**config.mk**
```make
export PLATFORM = sky130hd
export DESIGN_NAME = writeback_stage
export DESIGN_NICKNAME = d
export VERILOG_FILES = /design/src/rtl/writeback_stage.sv
export SDC_FILE = /design/constraint.sdc
export NUM_CORES = 1
export LEC_CHECK = 0
export BUFFER_PORTS_ARGS = -buffer_cell sky130_fd_sc_hd__buf_2
export CAP_MARGIN = 10
export CORE_ASPECT_RATIO = 1.2
export CORE_MARGIN = 4
export CORE_UTILIZATION = 49
export CTS_CLUSTER_SIZE = 28
export DETAILED_ROUTE_END_ITERATION = 7
export GPL_TIMING_DRIVEN = 0
export PLACE_DENSITY = 0.84
export SLEW_MARGIN = 20
export SYNTH_ARGS = -nofsm -noshare
export SYNTH_HDL_FRONTEND = slang
export SYNTH_SLANG_ARGS = --single-unit
```
**constraint.sdc**
```tcl
create_clock -name clk -period 2.6 [get_ports clk]
set_clock_uncertainty 0.2 [all_clocks]
set_input_delay 0.13 -clock clk [delete_from_list [all_inputs] [get_ports clk]]
set_output_delay 0.13 -clock clk [all_outputs]
set_load 0.005 [all_outputs]
```
**src/rtl/writeback_stage.sv**
```systemverilog
// Purpose: writeback stage; selects ALU/load/link data, drives the regfile write port, counts retirements.
// Latency: 1 cycle from accept (ALU/PC+4) or from dmem_rvalid (load) to rf_we/rf_wa/rf_wd.
// Backpressure: in_ready drops while a load is outstanding; no new accept until dmem_rvalid returns.
module writeback_stage #(
   parameter int CNT_W = 32
) (
   input  logic             clk,
   input  logic             rst,
   input  logic             in_valid,
   output logic             in_ready,
   input  logic [4:0]       in_rd,
   input  logic             in_reg_write,
   input  logic [1:0]       in_wb_sel,
   input  logic [31:0]      in_alu_result,
   input  logic [31:0]      in_pc4,
   input  logic [2:0]       in_funct3,
   input  logic [1:0]       in_addr_lo,
   input  logic             dmem_rvalid,
   input  logic [31:0]      dmem_rdata,
   output logic             rf_we,
   output logic [4:0]       rf_wa,
   output logic [31:0]      rf_wd,
   output logic             err,
   output logic [CNT_W-1:0] retired
);

   typedef enum logic {
      IDLE      = 1'b0,
      WAIT_LOAD = 1'b1
   } state_t;

   localparam logic [1:0] SEL_ALU  = 2'b00;
   localparam logic [1:0] SEL_LOAD = 2'b01;
   localparam logic [1:0] SEL_PC4  = 2'b10;

   state_t      state;
   logic [4:0]  l_rd;
   logic        l_reg_write;
   logic [2:0]  l_funct3;
   logic [1:0]  l_addr_lo;

   logic [7:0]  ld_byte;
   logic [15:0] ld_half;
   logic [31:0] ld_data;
   logic        ld_ok;

   // The stage only takes new work when no load is outstanding.
   assign in_ready = (state == IDLE);

   // Load data extraction from the latched load type and address offset.
   always_comb begin
      ld_byte = 8'h00;
      ld_data = 32'h0000_0000;
      ld_ok   = 1'b1;
      case (l_addr_lo)
         2'd0:    ld_byte = dmem_rdata[7:0];
         2'd1:    ld_byte = dmem_rdata[15:8];
         2'd2:    ld_byte = dmem_rdata[23:16];
         default: ld_byte = dmem_rdata[31:24];
      endcase
      // Halfword select ignores addr_lo[0]; misaligned halves are not split.
      ld_half = l_addr_lo[1] ? dmem_rdata[31:16] : dmem_rdata[15:0];
      case (l_funct3)
         3'b000:  ld_data = {{24{ld_byte[7]}}, ld_byte};
         3'b001:  ld_data = {{16{ld_half[15]}}, ld_half};
         3'b010:  ld_data = dmem_rdata;
         3'b100:  ld_data = {24'h000000, ld_byte};
         3'b101:  ld_data = {16'h0000, ld_half};
         default: ld_ok   = 1'b0;
      endcase
   end

   // FSM, registered regfile write port, error pulse and retirement counter.
   always_ff @(posedge clk) begin
      if (rst) begin
         state       <= IDLE;
         rf_we       <= 1'b0;
         rf_wa       <= 5'd0;
         rf_wd       <= 32'h0000_0000;
         err         <= 1'b0;
         retired     <= '0;
         l_rd        <= 5'd0;
         l_reg_write <= 1'b0;
         l_funct3    <= 3'b000;
         l_addr_lo   <= 2'b00;
      end else begin
         rf_we <= 1'b0;
         err   <= 1'b0;
         case (state)
            IDLE: begin
               // Read data with no load outstanding is dropped but flagged.
               if (dmem_rvalid) begin
                  err <= 1'b1;
               end
               if (in_valid) begin
                  case (in_wb_sel)
                     SEL_ALU: begin
                        rf_we   <= in_reg_write && (in_rd != 5'd0);
                        rf_wa   <= in_rd;
                        rf_wd   <= in_alu_result;
                        retired <= retired + CNT_W'(1);
                     end
                     SEL_PC4: begin
                        rf_we   <= in_reg_write && (in_rd != 5'd0);
                        rf_wa   <= in_rd;
                        rf_wd   <= in_pc4;
                        retired <= retired + CNT_W'(1);
                     end
                     SEL_LOAD: begin
                        l_rd        <= in_rd;
                        l_reg_write <= in_reg_write;
                        l_funct3    <= in_funct3;
                        l_addr_lo   <= in_addr_lo;
                        state       <= WAIT_LOAD;
                     end
                     default: begin
                        // Reserved select still retires so the count stays consistent.
                        err     <= 1'b1;
                        retired <= retired + CNT_W'(1);
                     end
                  endcase
               end
            end
            WAIT_LOAD: begin
               // No timeout: the stage waits indefinitely for the load data.
               if (dmem_rvalid) begin
                  if (ld_ok) begin
                     rf_we <= l_reg_write && (l_rd != 5'd0);
                     rf_wa <= l_rd;
                     rf_wd <= ld_data;
                  end else begin
                     err <= 1'b1;
                  end
                  retired <= retired + CNT_W'(1);
                  state   <= IDLE;
               end
            end
            default: state <= IDLE;
         endcase
      end
   end

endmodule

```
==> qor.csv <==
metric;value;unit
cell with the most instances after synthesis;nand2_1;
total power draw;3.005;mW
die width;97.10;µm
#FFs+latches synth;83;
setup_tns;0;ns
unrepaired setup endpoints after global routing;no;
share of cells above drive strength 1;26.14;%
GRT overflow;0;
Top FF cell, synth;dfxtp_1;
DR iter-0 viols;418;
core area;9176;µm²
synth cell count leaders;116 x nand2_1, 86 x a21oi_1, 83 x dfxtp_1;
fin nets;985;
final worst-path cycle share;94.90;%
Ys Warns;0;
Crit-path slowest cell;or4b_4;
latest clock arrival within the worst-skew pair;0.35;ns
dpl hpwl;12390;µm
Synth area leaders;dfxtp_1 36%, nand2_1 9.3%, a21oi_1 9.2%, nor2_1 5.1%, mux4_2 3.9%;
starting density of the core;50.87;%
DR vias/cell;5.851;
Post-Route WL;17580;µm
Critical path origin;retired[8]$_SDFFE_PP0P_;
postcts setup bufs;0;
DRT antenna net count;0;
Worst EP required;2.69;ns
wire per inst;17.65;µm
switch share;29.12;%
switching power;0.8750;mW
drt first pass iters;8;
sequential cell area fraction in the yosys report;35.59;%
I/O pin count;185;
CP Class;register to register;
vias in the first global route;5795;
failing checks;design-rule violations;
Synth Cell Area;4668;µm²
relative slew slack;47.32;%
CP max stage delay;0.57;ns
Vias;5828;
Clock power frac;31.7;%
max_cap viols;0;
total CTS buffers;9;
# rows;38;
Leak;2.784;nW
Async SR Flop Fraction;0;%
Hold WC Path Type;input port to register;
Crit path arrival time;2.56;ns
Critical Path End Type;register;
Mapped Nets;726;
Hold Vio Cnt, Final;0;
Root Driver;clkbuf_8;
cell mode on critical path;or3_1;
Power Density;453.8;nW/µm²
outcome;complete, but fails checks;
number of library cell types mapped by synthesis;43;
crit path launch type;register;
fin. max-slew vios;0;
critical-path cell list;nand4_2 > or3_1 > or4b_4 > buf_6 > or3_1 > a21oi_1;
clk sinks;83;
Combinational Power Share;22.5;%
Flop pwr share;45.8;%
Slew @ Worst Pin;0.7881;ns
Area Growth Syn to Fin;41.84;%
Diodes inserted;0;
Worst VDD drop;0.3036;mV
Post-synth EDFFs;0;
FF-to-FF Start;retired[8]$_SDFFE_PP0P_;
area leader, netlist;dfxtp_1;
antenna violations before repair;0;
largest net degree at the start of global routing;15;
minimum clock period;2.467;ns
Max Buffers Root-to-Sink;2;
# H-tree levels;3;
Avg Cell Area, Syn;7.628;µm²
GRT Overall Usage;30.64;%
Peak Freq;0.4053;GHz
CTS tree;yes;
crit-path max FO;10;
IO Port Bufs;184;
Buf/Inv on CP;1;
Die Height;114.9;µm
internal power;2.130;mW
cell family with most CP delay;simple AND/OR/NAND/NOR gates;
endpoints failing setup;0;
Yosys top cell area share;35.59;%
first-pass GRT wire length;28160;µm
Clock transition at path regs;0.09;ns
Post-Syn Instances;612;
drc violations;1;
Hold Crit Start;in_wb_sel[1];
die area;11160;µm²
GP Congestion;0.9911;
## logic make-up (layout without fill, tap and decap cells)
| logic type | Yosys count | after routing | share of synthesized area, % |
|---|---|---|---|
| adder cells (fa/ha/maj) | 1 | 1 | 0.2680 |
| flip-flops | 83 | 83 | 35.59 |
| buffers and inverters | 50 | 314 | 4.503 |
| XOR/XNOR | 15 | 15 | 2.814 |
| AND/OR/NAND/NOR | 277 | 277 | 27.53 |
| multiplexers | 22 | 22 | 6.861 |
| AO/OA/AOI/OAI | 164 | 164 | 22.43 |
## state kept, by name, summed over array words and instances (netlist names)
| signal | count |
|---|---|
| err | 1 |
| l_addr_lo | 2 |
| l_funct3 | 3 |
| l_rd | 5 |
| l_reg_write | 1 |
| retired | 32 |
| rf_wa | 5 |
| rf_wd | 32 |
| rf_we | 1 |
| state | 1 |
## placed cells by master, fill, tap and decap left out, types with 9 or more instances in the layout
master         synthesis  layout
buf_2                  3     187
nand2_1              116     116
a21oi_1               86      86
dfxtp_1               83      83
dlygate4sd3_1          0      65
nor2_1                63      61
clkbuf_1              33      30
nor3_1                21      21
o21ai_0               16      16
a221o_1               16      16
or3_1                 16      16
nand2b_1              15      15
mux2i_1               14      14
nand3_1               12      12
a2111oi_0             17      12
nand4_1               11      11
clkbuf_8               0      10
o21bai_1               9       9
## worst min-delay path, stage by stage
cell and delay (ns):
buf_2 0.12, a31oi_1 0.17, a211oi_1 0.09
## power groups by stage
stage | clock [mW] | sequential, mW | combinational [mW]
final | 0.954 | 1.38 | 0.676
after global routing | 1.01 | 1.38 | 0.728
after CTS | 0.959 | 1.37 | 0.645
after detailed placement | 0 | 1.40 | 0.558
after global placement | 0 | 1.40 | 0.543
after floorplan | 0 | 1.40 | 0.300
## layer usage
layer  wire (µm)  part of all wire (%)  vias to the layer above  GRT usage, %
li1            -                     -                     2719             -
met2        8527                    49                      359         53.13
met5           0                     0                        -             0
met1        6380                    36                     2645         34.53
met3        1643                   9.3                      105         7.039
met4        1025                   5.8                        0         18.35
## metrics by stage
step / hold slack (ns) / std cells / utilization, % / area, µm² / setup WS, ns
2_1_floorplan: 0.06596 / 612 / - / 4668 / 0.3057
3_3_place_gp: 0.1749 / 916 / 62.54 / 5739 / 0.0009488
3_5_place_dp: 0.1779 / 916 / 62.54 / 5739 / -0.1087
4_1_cts: 0.001036 / 997 / 71.94 / 6601 / 0.02001
5_1_grt: 0.02103 / 996 / 72.16 / 6621 / 0.01055
6_report: 0.007187 / 996 / 72.16 / 6621 / 0.1326
## cell type report
type,instances,area [µm²]
Clock inverter,6,65.06
Inverter,5,18.77
Fill cell,698,2555
Timing Repair Buffer,249,1572
Clock buffer,10,137.6
Sequential cell,83,1662
Tap cell,120,150.1
Multi-Input combinational cell,479,2823
Buffer,44,193.9
## worst paths after layout
kind | endpoint | slack (ns) | depth (start not counted)
setup / recovery | retired[30]$_SDFFE_PP0P_ | 0.13 | 6
setup reg to reg | retired[30]$_SDFFE_PP0P_ | 0.13 | 6
hold / removal | err$_SDFF_PP0_ | 0.007 | 3
hold reg to reg | l_rd[2]$_SDFFE_PP0P_ | 0.28 | 2
## repair_timing
action                                  in CTS  in global routing
endpoints found under the setup margin      17                 29
resized for setup                            3                 13
hold endpoints to repair                    47                  0
hold buffers                                65                  0
(Power assumes the default switching activity.)
